### config.mk
export PLATFORM = sky130hd
export DESIGN_NAME = ram_bist_ctrl
export DESIGN_NICKNAME = d
export VERILOG_FILES = /design/src/rtl/ram_bist_ctrl.sv
export SDC_FILE = /design/constraint.sdc
export NUM_CORES = 1
export LEC_CHECK = 0
export BUFFER_PORTS_ARGS = -buffer_cell sky130_fd_sc_hd__clkbuf_2
export CORE_MARGIN = 5
export CORE_UTILIZATION = 53
export DETAILED_ROUTE_END_ITERATION = 6
export PLACE_DENSITY_LB_ADDON = 0.1
export SLEW_MARGIN = 10
export SYNTH_ARGS = -nofsm -noshare
export SYNTH_HDL_FRONTEND = slang
export SYNTH_SLANG_ARGS = --single-unit
### constraint.sdc
create_clock -name clk -period 2.5 [get_ports clk]
set_input_delay 0.25 -clock clk [delete_from_list [all_inputs] [get_ports clk]]
set_output_delay 0.25 -clock clk [all_outputs]
set_load 0.02 [all_outputs]
### src/rtl/ram_bist_ctrl.sv
// ram_bist_ctrl: self-test sequencer for a single-port RAM.
// Writes SEED^addr to every location, reads every location back, compares each
// read against the expected pattern and reports pass/fail, the number of
// mismatching locations and the first failing address.
module ram_bist_ctrl #(
  parameter int                 ADDR_W = 5,
  parameter int                 DATA_W = 8,
  parameter logic [DATA_W-1:0]  SEED   = 8'hA5,
  parameter int                 RD_LAT = 1
) (
  input  logic              clk,
  input  logic              rst,
  input  logic              start,
  output logic [ADDR_W-1:0] mem_addr,
  output logic [DATA_W-1:0] mem_wdata,
  output logic              mem_wr_rd,
  input  logic [DATA_W-1:0] mem_rdata,
  output logic              busy,
  output logic              done,
  output logic              pass,
  output logic [ADDR_W:0]   err_count,
  output logic [ADDR_W-1:0] first_err_addr
);

  localparam logic [2:0] ST_IDLE  = 3'd0;
  localparam logic [2:0] ST_WRITE = 3'd1;
  localparam logic [2:0] ST_READ  = 3'd2;
  localparam logic [2:0] ST_DRAIN = 3'd3;
  localparam logic [2:0] ST_DONE  = 3'd4;

  localparam logic [ADDR_W-1:0] ADDR_LAST  = {ADDR_W{1'b1}};
  // DRAIN lasts RD_LAT+1 cycles so the last compare has landed in err_count
  // before pass is derived from it.
  localparam logic [2:0]        DRAIN_LAST = 3'(RD_LAT);

  // Expected data for a location: SEED xor the zero-extended address.
  function automatic logic [DATA_W-1:0] pattern(input logic [ADDR_W-1:0] a);
    logic [DATA_W+ADDR_W-1:0] ext;
    ext = {{DATA_W{1'b0}}, a};
    return SEED ^ ext[DATA_W-1:0];
  endfunction

  logic [2:0]        state_q, state_d;
  logic [ADDR_W-1:0] addr_q, addr_d;
  logic [DATA_W-1:0] wdata_q, wdata_d;
  logic              wr_rd_q, wr_rd_d;
  logic              busy_q, busy_d;
  logic              done_q, done_d;
  logic              pass_q, pass_d;
  logic [ADDR_W:0]   err_q, err_d;
  logic [ADDR_W-1:0] first_q, first_d;
  logic [2:0]        drain_q, drain_d;

  // Compare pipeline: one stage per cycle of RAM read latency.
  logic              pipe_vld_q  [RD_LAT];
  logic [DATA_W-1:0] pipe_exp_q  [RD_LAT];
  logic [ADDR_W-1:0] pipe_addr_q [RD_LAT];

  logic              mismatch_s;

  assign mem_addr       = addr_q;
  assign mem_wdata      = wdata_q;
  assign mem_wr_rd      = wr_rd_q;
  assign busy           = busy_q;
  assign done           = done_q;
  assign pass           = pass_q;
  assign err_count      = err_q;
  assign first_err_addr = first_q;

  assign mismatch_s = pipe_vld_q[RD_LAT-1] && (mem_rdata != pipe_exp_q[RD_LAT-1]);

  // Next-state logic for the sequencer, RAM drive and result registers.
  always_comb begin
    state_d = state_q;
    addr_d  = addr_q;
    wdata_d = wdata_q;
    wr_rd_d = wr_rd_q;
    busy_d  = busy_q;
    done_d  = done_q;
    pass_d  = pass_q;
    err_d   = err_q;
    first_d = first_q;
    drain_d = drain_q;

    if (mismatch_s) begin
      err_d = err_q + {{ADDR_W{1'b0}}, 1'b1};
      if (err_q == {(ADDR_W+1){1'b0}}) begin
        first_d = pipe_addr_q[RD_LAT-1];
      end else begin
        first_d = first_q;
      end
    end else begin
      err_d = err_q;
    end

    case (state_q)
      ST_IDLE, ST_DONE: begin
        if (start) begin
          state_d = ST_WRITE;
          addr_d  = {ADDR_W{1'b0}};
          wdata_d = SEED;
          wr_rd_d = 1'b1;
          busy_d  = 1'b1;
          done_d  = 1'b0;
          pass_d  = 1'b0;
          err_d   = {(ADDR_W+1){1'b0}};
          first_d = {ADDR_W{1'b0}};
        end else begin
          state_d = state_q;
        end
      end
      ST_WRITE: begin
        if (addr_q == ADDR_LAST) begin
          state_d = ST_READ;
          addr_d  = {ADDR_W{1'b0}};
          wdata_d = {DATA_W{1'b0}};
          wr_rd_d = 1'b0;
        end else begin
          addr_d  = addr_q + {{(ADDR_W-1){1'b0}}, 1'b1};
          wdata_d = pattern(addr_q + {{(ADDR_W-1){1'b0}}, 1'b1});
        end
      end
      ST_READ: begin
        if (addr_q == ADDR_LAST) begin
          state_d = ST_DRAIN;
          addr_d  = {ADDR_W{1'b0}};
          drain_d = 3'd0;
        end else begin
          addr_d  = addr_q + {{(ADDR_W-1){1'b0}}, 1'b1};
        end
      end
      ST_DRAIN: begin
        if (drain_q == DRAIN_LAST) begin
          state_d = ST_DONE;
          busy_d  = 1'b0;
          done_d  = 1'b1;
          pass_d  = (err_q == {(ADDR_W+1){1'b0}});
        end else begin
          drain_d = drain_q + 3'd1;
        end
      end
      default: begin
        state_d = ST_IDLE;
        addr_d  = {ADDR_W{1'b0}};
        wdata_d = {DATA_W{1'b0}};
        wr_rd_d = 1'b0;
        busy_d  = 1'b0;
        done_d  = 1'b0;
      end
    endcase
  end

  // State and output registers with synchronous reset.
  always_ff @(posedge clk) begin
    if (rst) begin
      state_q <= ST_IDLE;
      addr_q  <= {ADDR_W{1'b0}};
      wdata_q <= {DATA_W{1'b0}};
      wr_rd_q <= 1'b0;
      busy_q  <= 1'b0;
      done_q  <= 1'b0;
      pass_q  <= 1'b0;
      err_q   <= {(ADDR_W+1){1'b0}};
      first_q <= {ADDR_W{1'b0}};
      drain_q <= 3'd0;
    end else begin
      state_q <= state_d;
      addr_q  <= addr_d;
      wdata_q <= wdata_d;
      wr_rd_q <= wr_rd_d;
      busy_q  <= busy_d;
      done_q  <= done_d;
      pass_q  <= pass_d;
      err_q   <= err_d;
      first_q <= first_d;
      drain_q <= drain_d;
    end
  end

  // Carry {valid, expected, address} of each issued read until its data returns.
  always_ff @(posedge clk) begin
    if (rst) begin
      for (int i = 0; i < RD_LAT; i++) begin
        pipe_vld_q[i]  <= 1'b0;
        pipe_exp_q[i]  <= {DATA_W{1'b0}};
        pipe_addr_q[i] <= {ADDR_W{1'b0}};
      end
    end else begin
      pipe_vld_q[0]  <= (state_q == ST_READ);
      pipe_exp_q[0]  <= pattern(addr_q);
      pipe_addr_q[0] <= addr_q;
      for (int i = 1; i < RD_LAT; i++) begin
        pipe_vld_q[i]  <= pipe_vld_q[i-1];
        pipe_exp_q[i]  <= pipe_exp_q[i-1];
        pipe_addr_q[i] <= pipe_addr_q[i-1];
      end
    end
  end

endmodule
* Word level (Yosys, flattened, before mapping)
Memories as Yosys holds them, arrays and structs flattened.
Cells that the tools add are included.
** Operators by class
- $add $sub $neg :: 3
- Equal/unequal tests :: 12
- Muxes and demuxes :: 40
- Bitwise logic cells :: 5
- Reductions and logical operators :: 18
** Operators by type and width (count)
- two-way mux 5 bit :: 7
- case mux 8 bit (3 select lines) :: 1
- two-way mux 3 bit :: 6
- two-way mux 6 bit :: 3
- two-way mux 8 bit :: 2
- case mux 5 bit (3 select lines) :: 1
- two-way mux 1 bit :: 13
- case mux 3 bit (4 select lines) :: 1
- AND reduction 3 bit :: 4
- != test 2 bit, second input constant :: 5
- case mux 1 bit (3 select lines) :: 3
- != test 8 bit :: 1
- NOT 2 -> 4 bit :: 2
- two-way mux 7 bit :: 1
- OR reduction 7 bit :: 1
- adder 6 x 1 -> 6 bit, second input constant :: 1
- == test 3 x 1 -> 1 bit, second input constant :: 2
- == test 3 x 2 -> 1 bit, second input constant :: 2
- logical NOT 6 bit :: 1
- case mux 3 bit (2 select lines) :: 1
- OR reduction 2 bit :: 3
- adder 5 x 1 -> 5 bit, second input constant :: 1
- == test 5 bit, second input constant :: 1
- OR reduction 5 bit :: 1
- 10 further kinds :: 14
** Storage, ports and cells
- Bits in registers :: 34
- Memories :: 3
- Bits in writable memories :: 13
- Word-level logic and storage cells :: 91
- Input port bits :: 11
** Memory list
- pipe_exp_q :: depth 1, bits a word 7, read ports 1, clocked after Yosys merged registers in 0, write ports 1, RTL line 56 : logic [DATA_W-1:0] pipe_exp_q [RD_LAT];
- pipe_addr_q :: depth 1, bits a word 5, read ports 1, clocked after Yosys merged registers in 0, write ports 1, RTL line 57 : logic [ADDR_W-1:0] pipe_addr_q [RD_LAT];
- pipe_vld_q :: depth 1, bits a word 1, read ports 1, clocked after Yosys merged registers in 0, write ports 1, RTL line 55 : logic pipe_vld_q [RD_LAT];

* Logic depth before layout (Yosys ltp)
Gate-level depths: netlist (run 1).
An unclocked memory read counts as a cell.
- Word-level depth :: 6
- Depth in mapped cells :: 7
- Mapped depth without buffers :: 7

* Worst setup path before layout (run 1)
Ideal clock, no wire load.
- Path kind :: register to register
- From :: register addr_q[0], in the netlist mem_addr[0]
- To :: register drain_q[2]
- Required time :: 2422 ps
- Path slack :: 609 ps
- Setup time :: 78 ps
- Period minus slack after synthesis :: 1891 ps
- Data arrival time :: 1813 ps
- Stages on the path, launching flop included :: 8
- Cells stage by stage :: dfxtp_1 -> ha_1 -> and3_1 -> ha_1 -> nor3b_1 -> o21ai_0 -> xor2_1 -> nor3_1
** On the way
- Longest elaborated chain between the ends :: 3
** Ends and longest elaborated chain
- start, declared :: RTL line 44 : logic [ADDR_W-1:0] addr_q, addr_d;
- start signal, assigned :: RTL line 157 : addr_q <= {ADDR_W{1'b0}};
- start signal, assigned :: RTL line 168 : addr_q <= addr_d;
- == test 5 bit :: RTL line 124 : if (addr_q == ADDR_LAST) begin
- != test 2 bit (no line)
- AND reduction 3 bit (no line)
- end signal, assigned :: RTL line 176 : drain_q <= drain_d;
- end, declared :: RTL line 52 : logic [2:0] drain_q, drain_d;
No other way between the ends.
A chain may end at the register's enable or synchronous reset.

* Worst setup path in the final report (run 1)
Same ends and word-level chain as after synthesis.

==> results of run 1 <==
==> kinds of logic (layout without fill, tap and decap cells) <==
| kind of cell | count (synthesis) | after routing | synth area share (%) |
|---|---|---|---|
| simple gates | 83 | 83 | 23.8 |
| flops | 41 | 41 | 45.4 |
| compound gates | 36 | 36 | 13.6 |
| buf+inv | 16 | 53 | 4.22 |
| xor+xnor | 13 | 13 | 6.30 |
| fa+ha+maj | 6 | 6 | 4.16 |
| mux | 4 | 4 | 2.29 |
| other cells | 1 | 1 | 0.208 |
==> sequential cells by signal (all words and copies together), names as in the netlist <==
name            count
mem_wdata           6
done                1
err_count           6
pipe_vld_q          1
pass                1
pipe_addr_q         3
first_err_addr      5
state_q             3
pipe_exp_q          5
mem_addr            5
busy                1
drain_q             3
mem_wr_rd           1
==> cells in the mapped netlist, drive strengths merged, types with 4 or more instances <==
library cell and instances:
xnor2 5, dfxtp 41, nand3 8, inv 7, a21oi 16, xor2 8, nor2b 8, o21ai 7
buf 6, nand2 17, ha 6, nand2b 4, nor2 23, nor3 8
==> cell usage in the layout (no fill, tap or decap), types with 2 or more instances in the layout <==
master	instances
o221a_2	2
mux2i_1	3
nand2_1	17
clkbuf_4	5
a21oi_1	14
dfxtp_1	41
xnor2_1	5
a22oi_1	3
inv_1	7
xor2_1	8
ha_1	6
nand2b_1	4
a31oi_1	2
nor3b_1	3
nor2_1	23
nor3_1	8
a21oi_2	2
nor2b_1	8
o21ai_0	7
nand4_1	3
clkbuf_2	37
a22o_1	2
nand3_1	8
==> where the power goes <==
group          internal [mW]  switching (mW)  total (mW)  leakage (nW)
Sequential             0.671          0.0150       0.686         0.333
Clock                  0.137           0.215       0.353        0.0382
Combinational         0.0415          0.0711       0.113         0.509
==> critical path, cell delays in order, from the launching register on <==
cell	delay (ns)
dfxtp_1	0.46
ha_1	0.26
and3_1	0.17
ha_1	0.27
nor3b_1	0.33
o21ai_0	0.15
xor2_1	0.16
nor3_1	0.14
==> final timing paths <==
kind,startpoint,to,slack (ns),cells past startpoint
hold reg to reg,done,done,0.46,2
hold / removal,start,state_q[2],0.30,4
setup / recovery,mem_addr[0],drain_q[2],0.47,7
setup reg to reg,mem_addr[0],drain_q[2],0.47,7
==> layout make-up <==
cell class / count / share of cell area [%]
Tap cell: 46 / 2.78
Clock buffer: 6 / 2.48
Timing Repair Buffer: 38 / 9.30
Inverter: 7 / 1.27
Sequential cell: 41 / 39.6
Clock inverter: 2 / 0.664
Multi-Input combinational cell: 143 / 43.9
==> metal layers <==
| metal | GRT usage, % | vias up | share of wire, % |
|---|---|---|---|
| met3 | 5.58 | 2 | 5.7 |
| met5 | 0 | - | 0 |
| met4 | 5.21 | 0 | 0.36 |
| met1 | 19.8 | 666 | 43 |
| li1 | - | 755 | - |
| met2 | 29.1 | 41 | 50 |
==> impl_metrics.yaml, run 1 <==
floorplan:
  die_w_um: 68.4
  dieArea_sq_um: 4680
  initial_core_util_pct: 54.6
  rows: 21
  ios: 39
  die_h_um: 68.4
  coreArea_sq_um: 3310
placement:
  placed_area_sq_um: 2010
  dp_slack_ns: 0.545
  gp_congestion: 0.827
  dp_hpwl_mm: 2.86
  port_buffers: 37
  place_inst: 275
yosys:
  synthDistinctLibCells: 41
  synthDominantCellAreaShare_pct: 45.4
  yosys_warnings: 0
  netlist_area_sq_um: 1810
  syn_area_per_cell_sq_um: 9.03
  yosys.area.top_type: "dfxtp_1"
  ys_seq_area_share_pct: 45.4
  syn_nets: 217
  ys.flop_type: "dfxtp_1"
  synth_cells: 200
  synth_edf_count: 0
  async_flop_share_pct: 0
  yosys_register_bits: 41
  synth_top_cells_by_area: "dfxtp_1, nor2_1, ha_1, a21oi_1, xor2_1"
cells_and_area:
  register_area_sq_um: 821
  layout.cells.non_filler: 283
  area_growth_pct: 14.7
  nNetsFinal: 253
  fin_area_sq_um: 2070
  drive_gt1_share_pct: 23.6
  multiInputGateArea_sq_um: 910
  fillers: 317
  antenna_cells: 0
  final_core_util_pct: 62.6
pwr:
  p_total_mw: 1.15
  ir_drop_uv: 417
  p_leak_nw: 0.880
  power_per_cell_area_nw_per_um2: 555
timing:
  holdWs_ns: 0.296
  hold_violations: 0
  tns_ns: 0
  fin_crit_ns: 2.03
  finalWorstSetupSlack_ns: 0.473
  rsz0062_at_grt: "no"
  slew_headroom_pct: 56.8
  tightestPinTransition_ns: 0.646
  clock_skew_ns: 0.0206
  maxSlewViolCount: 0
  fmax_ghz: 0.493
  post-route-period-util_pct: 81.1
  setup_viol: 0
critical_path:
  worstSetupStartpointType: "flop"
  worstPathRequired_ns: 2.76
  critPathKind: "flop to flop"
  path_max_fanout: 7
  end_kind: "flop"
  worstPathArrival_ns: 2.29
global_route:
  grt_pass1_wl_mm: 5.96
  grt_max_degree: 26
  grt_usage_pct: 16.9
  grt_pass1_vias: 1347
  overflow: 0
  antenna_found_initial: 0
flow_run:
  maxCapViolCount: 0
clock_network:
  worstSkewPairLatency_ns: 0.35
  cts.path.max_buffers: 2
  post_cts_buffers: 0
  cts.sinks: 41
  cts_htree_levels: 2
  cts_root_buffer: "clkbuf_4"
  cts_tree: "done"
  holdBufCountCts: 0
  numCtsBuffers: 5
  post_cts_resized: 0
  path_clk_slew_ns: 0.13
route:
  routed_wl_mm: 3.64
  drc_errors: 0
  drt_iter0_drc: 82
  route.antenna.remaining_nets: 0
  routed_via_density: 5.17
  wl_per_cell_um: 12.9
  dr.pass1.iters: 4
  vias: 1464
outcome:
  run_status: "completed"
worst_hold_path:
  worstHoldPathType: "primary input to flop"
(Power assumes the default switching activity.)
==> inputs of run 2 (changes only) <==
Clock period 2.5 ns to 2 ns, I/O delays scaled along.
==> run 2 against run 1 <==
Compared with the run above: first-iteration DRC count up 34%; clock-buffer cell count fell by 1; largest power group unchanged; cell count is 1.4% higher; sequential share of layout area shrank 1.0 points; clock skew down 0.011 ns; critical path type unchanged; largest cell class unchanged; die area unchanged; setup slack worse by 0.26 ns; final area rose by 2.6%; via count unchanged; hold slack got worse by 0.054 ns; sequential power is 24% higher; highest routed layer unchanged.
==> impl_metrics.yaml, run 2 (synthesis results as in run 1) <==
critical_path:
  critPathKind: "flop to flop"
  end_kind: "flop"
  worstPathRequired_ns: 2.28
  rrSetupSlack_ns: 0.21
  path_max_fanout: 5
  r2r_cells: 7
  worstSetupStartpointType: "flop"
  worstPathArrival_ns: 2.07
timing:
  fmax_ghz: 0.559
  setup_viol: 0
  tns_ns: 0
  hold_violations: 0
  maxSlewViolCount: 0
  rsz0062_at_grt: "no"
  post-route-period-util_pct: 89.5
  fin_crit_ns: 1.79
  slew_headroom_pct: 56.7
  tightestPinTransition_ns: 0.648
  clock_skew_ns: 0.00933
cells_and_area:
  fillers: 306
  nNetsFinal: 257
  antenna_cells: 0
  area_growth_pct: 17.7
  layout.cells.non_filler: 287
  mostFrequentLayoutCells: "dfxtp_1, clkbuf_2, nor2_1"
  fin_area_sq_um: 2130
  mostFrequentLayoutCell: "dfxtp_1"
  drive_gt1_share_pct: 25.3
  final_core_util_pct: 64.2
route:
  wl_per_cell_um: 12.5
  drt_iter0_drc: 110
  dr.pass1.iters: 5
  vias: 1464
  routed_via_density: 5.10
  routed_wl_mm: 3.60
  drc_errors: 0
  route.antenna.remaining_nets: 0
global_route:
  grt_pass1_wl_mm: 5.98
  overflow: 0
  grt_max_degree: 26
  grt_usage_pct: 17.3
  grt_pass1_vias: 1310
  antenna_found_initial: 0
clock_network:
  cts_root_buffer: "clkbuf_4"
  numCtsBuffers: 5
  holdBufCountCts: 0
  cts_tree: "done"
  cts.path.max_buffers: 2
  post_cts_resized: 0
  post_cts_buffers: 0
  path_clk_slew_ns: 0.11
  cts.sinks: 41
  cts_htree_levels: 2
  worstSkewPairLatency_ns: 0.35
pwr:
  p_leak_nw: 0.905
  p_seq_share_pct: 55.5
  switchingPower_uw: 378
  ir_drop_uv: 539
  power_per_cell_area_nw_per_um2: 724
  intPower_mw: 1.16
  swShare_pct: 24.6
  p_clk_share_pct: 34.7
  power.share.combinational_pct: 9.8
floorplan:
  dieArea_sq_um: 4680
  ios: 39
  die_w_um: 68.4
  coreArea_sq_um: 3310
  rows: 21
  die_h_um: 68.4
  initial_core_util_pct: 54.6
placement:
  port_buffers: 37
  place_inst: 279
  gp_congestion: 0.746
  placed_area_sq_um: 2040
  dp_hpwl_mm: 2.81
worst_hold_path:
  whs_path_depth: 4
  worstHoldPathType: "primary input to flop"
outcome:
  run_status: "completed"
flow_run:
  maxCapViolCount: 0
-- run 2: changes by cell type in the layout (fill, tap and decap cells not counted) --
cell        before  now
bufinv_16        0    1
nor3b_1          3    2
clkinv_2         1    0
clkinvlp_4       0    1
nor3b_2          0    1
clkbuf_8         1    0
buf_4            1    5
-- run 2: area by class of cell --
class / instances / area [sq um] / area share (%)
Clock buffer: 5 / 37.5 / 1.77
Multi-Input combinational cell: 143 / 915 / 43.0
Sequential cell: 41 / 821 / 38.6
Timing Repair Buffer: 42 / 223 / 10.5
Clock inverter: 3 / 46.3 / 2.18
Tap cell: 46 / 57.6 / 2.71
Inverter: 7 / 26.3 / 1.24
-- run 2: path summary, 6_finish.rpt --
kind                                         from           endpoint
worst max-delay path                  mem_addr[1]        mem_addr[2]
worst min-delay path                        start         state_q[2]
worst max register to register        mem_addr[1]        mem_addr[2]
worst min register to register  first_err_addr[4]  first_err_addr[4]
-- run 2: power groups by stage --
stage / logic [mW] / clock network [mW] / registers, mW
final: 0.151 / 0.534 / 0.853
after global routing: 0.168 / 0.584 / 0.857
after CTS: 0.153 / 0.551 / 0.853
after detailed placement: 0.152 / 0 / 0.872
after global placement: 0.150 / 0 / 0.870
after floorplan: 0.0889 / 0 / 0.886
-- run 2: through the flow --
stage | power [mW] | worst slack (ns) | hold WS [ns]
5_1_grt | 1.61 | 0.0286 | 0.241
2_1_floorplan | 0.975 | 0.109 | 0.421
6_report | 1.54 | 0.210 | 0.242
3_3_place_gp | 1.02 | 0.237 | 0.436
3_5_place_dp | 1.02 | 0.194 | 0.443
4_1_cts | 1.56 | 0.158 | 0.228
-- run 2: critical path, stage by stage (launching register included) --
cell	delay, ns
dfxtp_1	0.37
ha_1	0.24
and3_1	0.20
ha_1	0.20
buf_4	0.16
nor3_1	0.31
a21oi_1	0.11
a31oi_1	0.14
-- run 2: metal layers --
layer	vias to the layer above	global-route usage, %	part of all wire, %
li1	760	-	-
met1	667	21.3	44
met2	32	28.1	49
met3	5	3.78	5.2
met4	0	8.93	1.6
met5	-	0	0
==> inputs of run 3 (changes only) <==
Settings changed: PLACE_DENSITY set to 0.75, PLACE_DENSITY_LB_ADDON 0.1 to unset.
==> run 3 against run 2 <==
Compared with the run above: hold slack got worse by 0.054 ns; flip-flop and latch count unchanged; first-iteration DRC count shrank 11%; clock skew shrank 0.0029 ns; clock power fell by 26%; critical path type unchanged; final area is 1.4% lower; global-route usage decreased by 1.0 points; utilization down 0.87 points; routed wire length is 5.5% lower; combinational power hardly changed; sequential share of layout area increased by 0.53 points; largest power group unchanged; clock-buffer cell count is the same.
==> impl_metrics.yaml, run 3 (synthesis results as in run 1) <==
outcome:
  run_status: "completed"
pwr:
  power_per_cell_area_nw_per_um2: 668
  p_leak_nw: 0.894
  ir_drop_uv: 354
critical_path:
  worstPathRequired_ns: 2.27
  worstPathArrival_ns: 2.10
  path_max_fanout: 7
  rrSetupSlack_ns: 0.17
  worstSetupStartpointType: "flop"
  critPathKind: "flop to flop"
  end_kind: "flop"
  r2r_cells: 7
  reg2reg_to: "drain_q[2]"
  r2r_start: "mem_addr[1]"
cells_and_area:
  mostFrequentLayoutCells: "dfxtp_1, clkbuf_2, nor2_1"
  antenna_cells: 0
  final_core_util_pct: 63.3
  drive_gt1_share_pct: 25.3
  fillers: 297
  mostFrequentLayoutCell: "dfxtp_1"
  area_growth_pct: 16.1
  nNetsFinal: 257
flow_run:
  maxCapViolCount: 0
worst_hold_path:
  min_to: "pipe_exp_q[0][0]"
  worstHoldPathType: "primary input to flop"
  whs_path_depth: 2
  min_from: "rst"
global_route:
  grt_pass1_wl_mm: 5.66
  grt_pass1_vias: 1329
  antenna_found_initial: 0
  grt_usage_pct: 16.3
  overflow: 0
  grt_max_degree: 15
timing:
  slew_headroom_pct: 56.4
  finalWorstSetupSlack_ns: 0.171
  fmax_ghz: 0.547
  hold_violations: 0
  tightestPinTransition_ns: 0.652
  rsz0062_at_grt: "no"
  maxSlewViolCount: 0
  fin_crit_ns: 1.83
  clock_skew_ns: 0.00645
  tns_ns: 0
  setup_viol: 0
  post-route-period-util_pct: 91.4
clock_network:
  numCtsBuffers: 5
  post_cts_resized: 0
  cts_tree: "done"
  path_clk_slew_ns: 0.12
  cts.sinks: 41
  cts_htree_levels: 2
  post_cts_buffers: 0
  cts_root_buffer: "clkbuf_4"
  cts.path.max_buffers: 2
  worstSkewPairLatency_ns: 0.34
  holdBufCountCts: 0
route:
  vias: 1464
  routed_wl_mm: 3.40
  drc_errors: 0
  wl_per_cell_um: 11.9
  dr.pass1.iters: 5
  drt_iter0_drc: 98
  routed_via_density: 5.10
  route.antenna.remaining_nets: 0
floorplan:
  rows: 21
  die_w_um: 68.4
  die_h_um: 68.4
  ios: 39
  initial_core_util_pct: 54.6
  coreArea_sq_um: 3310
  dieArea_sq_um: 4680
placement:
  dp_hpwl_mm: 2.57
  gp_congestion: 0.798
  dp_slack_ns: 0.114
  port_buffers: 37
## run 3: cell count changes in the layout (fill, tap and decap cells not counted), sizes merged
| cell | delta |
|---|---|
| bufinv | -1 |
| clkinv | +1 |
## run 3: critical path: stages, from the launching register on
cell and delay (ns):
dfxtp_1 0.41, ha_1 0.24, and3_1 0.17, ha_1 0.27, nor3b_2 0.26, o21ai_0 0.12
xor2_1 0.15, nor3_1 0.13
## run 3: metal layers
layer	global-route usage [%]	part of all wire, %
met4	7.94	0.94
met5	0	0
met3	5.58	5.9
met1	19.3	45
met2	26.0	48
## run 3: per-stage QoR
stage | hold slack (ns) | instances | power, mW | instance area, sq um
2_1_floorplan | 0.421 | 200 | 0.975 | 1810
3_3_place_gp | 0.430 | 279 | 1.02 | 2040
3_5_place_dp | 0.431 | 279 | 1.02 | 2040
4_1_cts | 0.167 | 287 | 1.42 | 2090
5_1_grt | 0.211 | 287 | 1.47 | 2100
6_report | 0.189 | 287 | 1.40 | 2100
## run 3: power by group
group | internal (mW) | total, mW | switching [mW]
registers | 0.838 | 0.853 | 0.0149
clock network | 0.133 | 0.396 | 0.264
logic | 0.0588 | 0.151 | 0.0927
## run 3: worst max-delay path by stage
stage                            from         end  slack [ns]  depth (start not counted)
after floorplan           mem_addr[0]  drain_q[2]        0.11                          7
final                     mem_addr[1]  drain_q[2]        0.17                          7
after CTS                 mem_addr[1]  drain_q[2]        0.07                          7
after detailed placement  mem_addr[1]  drain_q[2]        0.11                          7
after global placement    mem_addr[1]  drain_q[2]        0.17                          7
after global routing      mem_addr[1]  drain_q[2]        0.02                          7
## run 3: area by class of cell
class	count	area (sq um)	area share (%)
Clock buffer	5	37.5	1.79
Clock inverter	3	17.5	0.835
Inverter	7	26.3	1.25
Multi-Input combinational cell	143	915	43.6
Sequential cell	41	821	39.1
Tap cell	46	57.6	2.74
Timing Repair Buffer	42	223	10.6
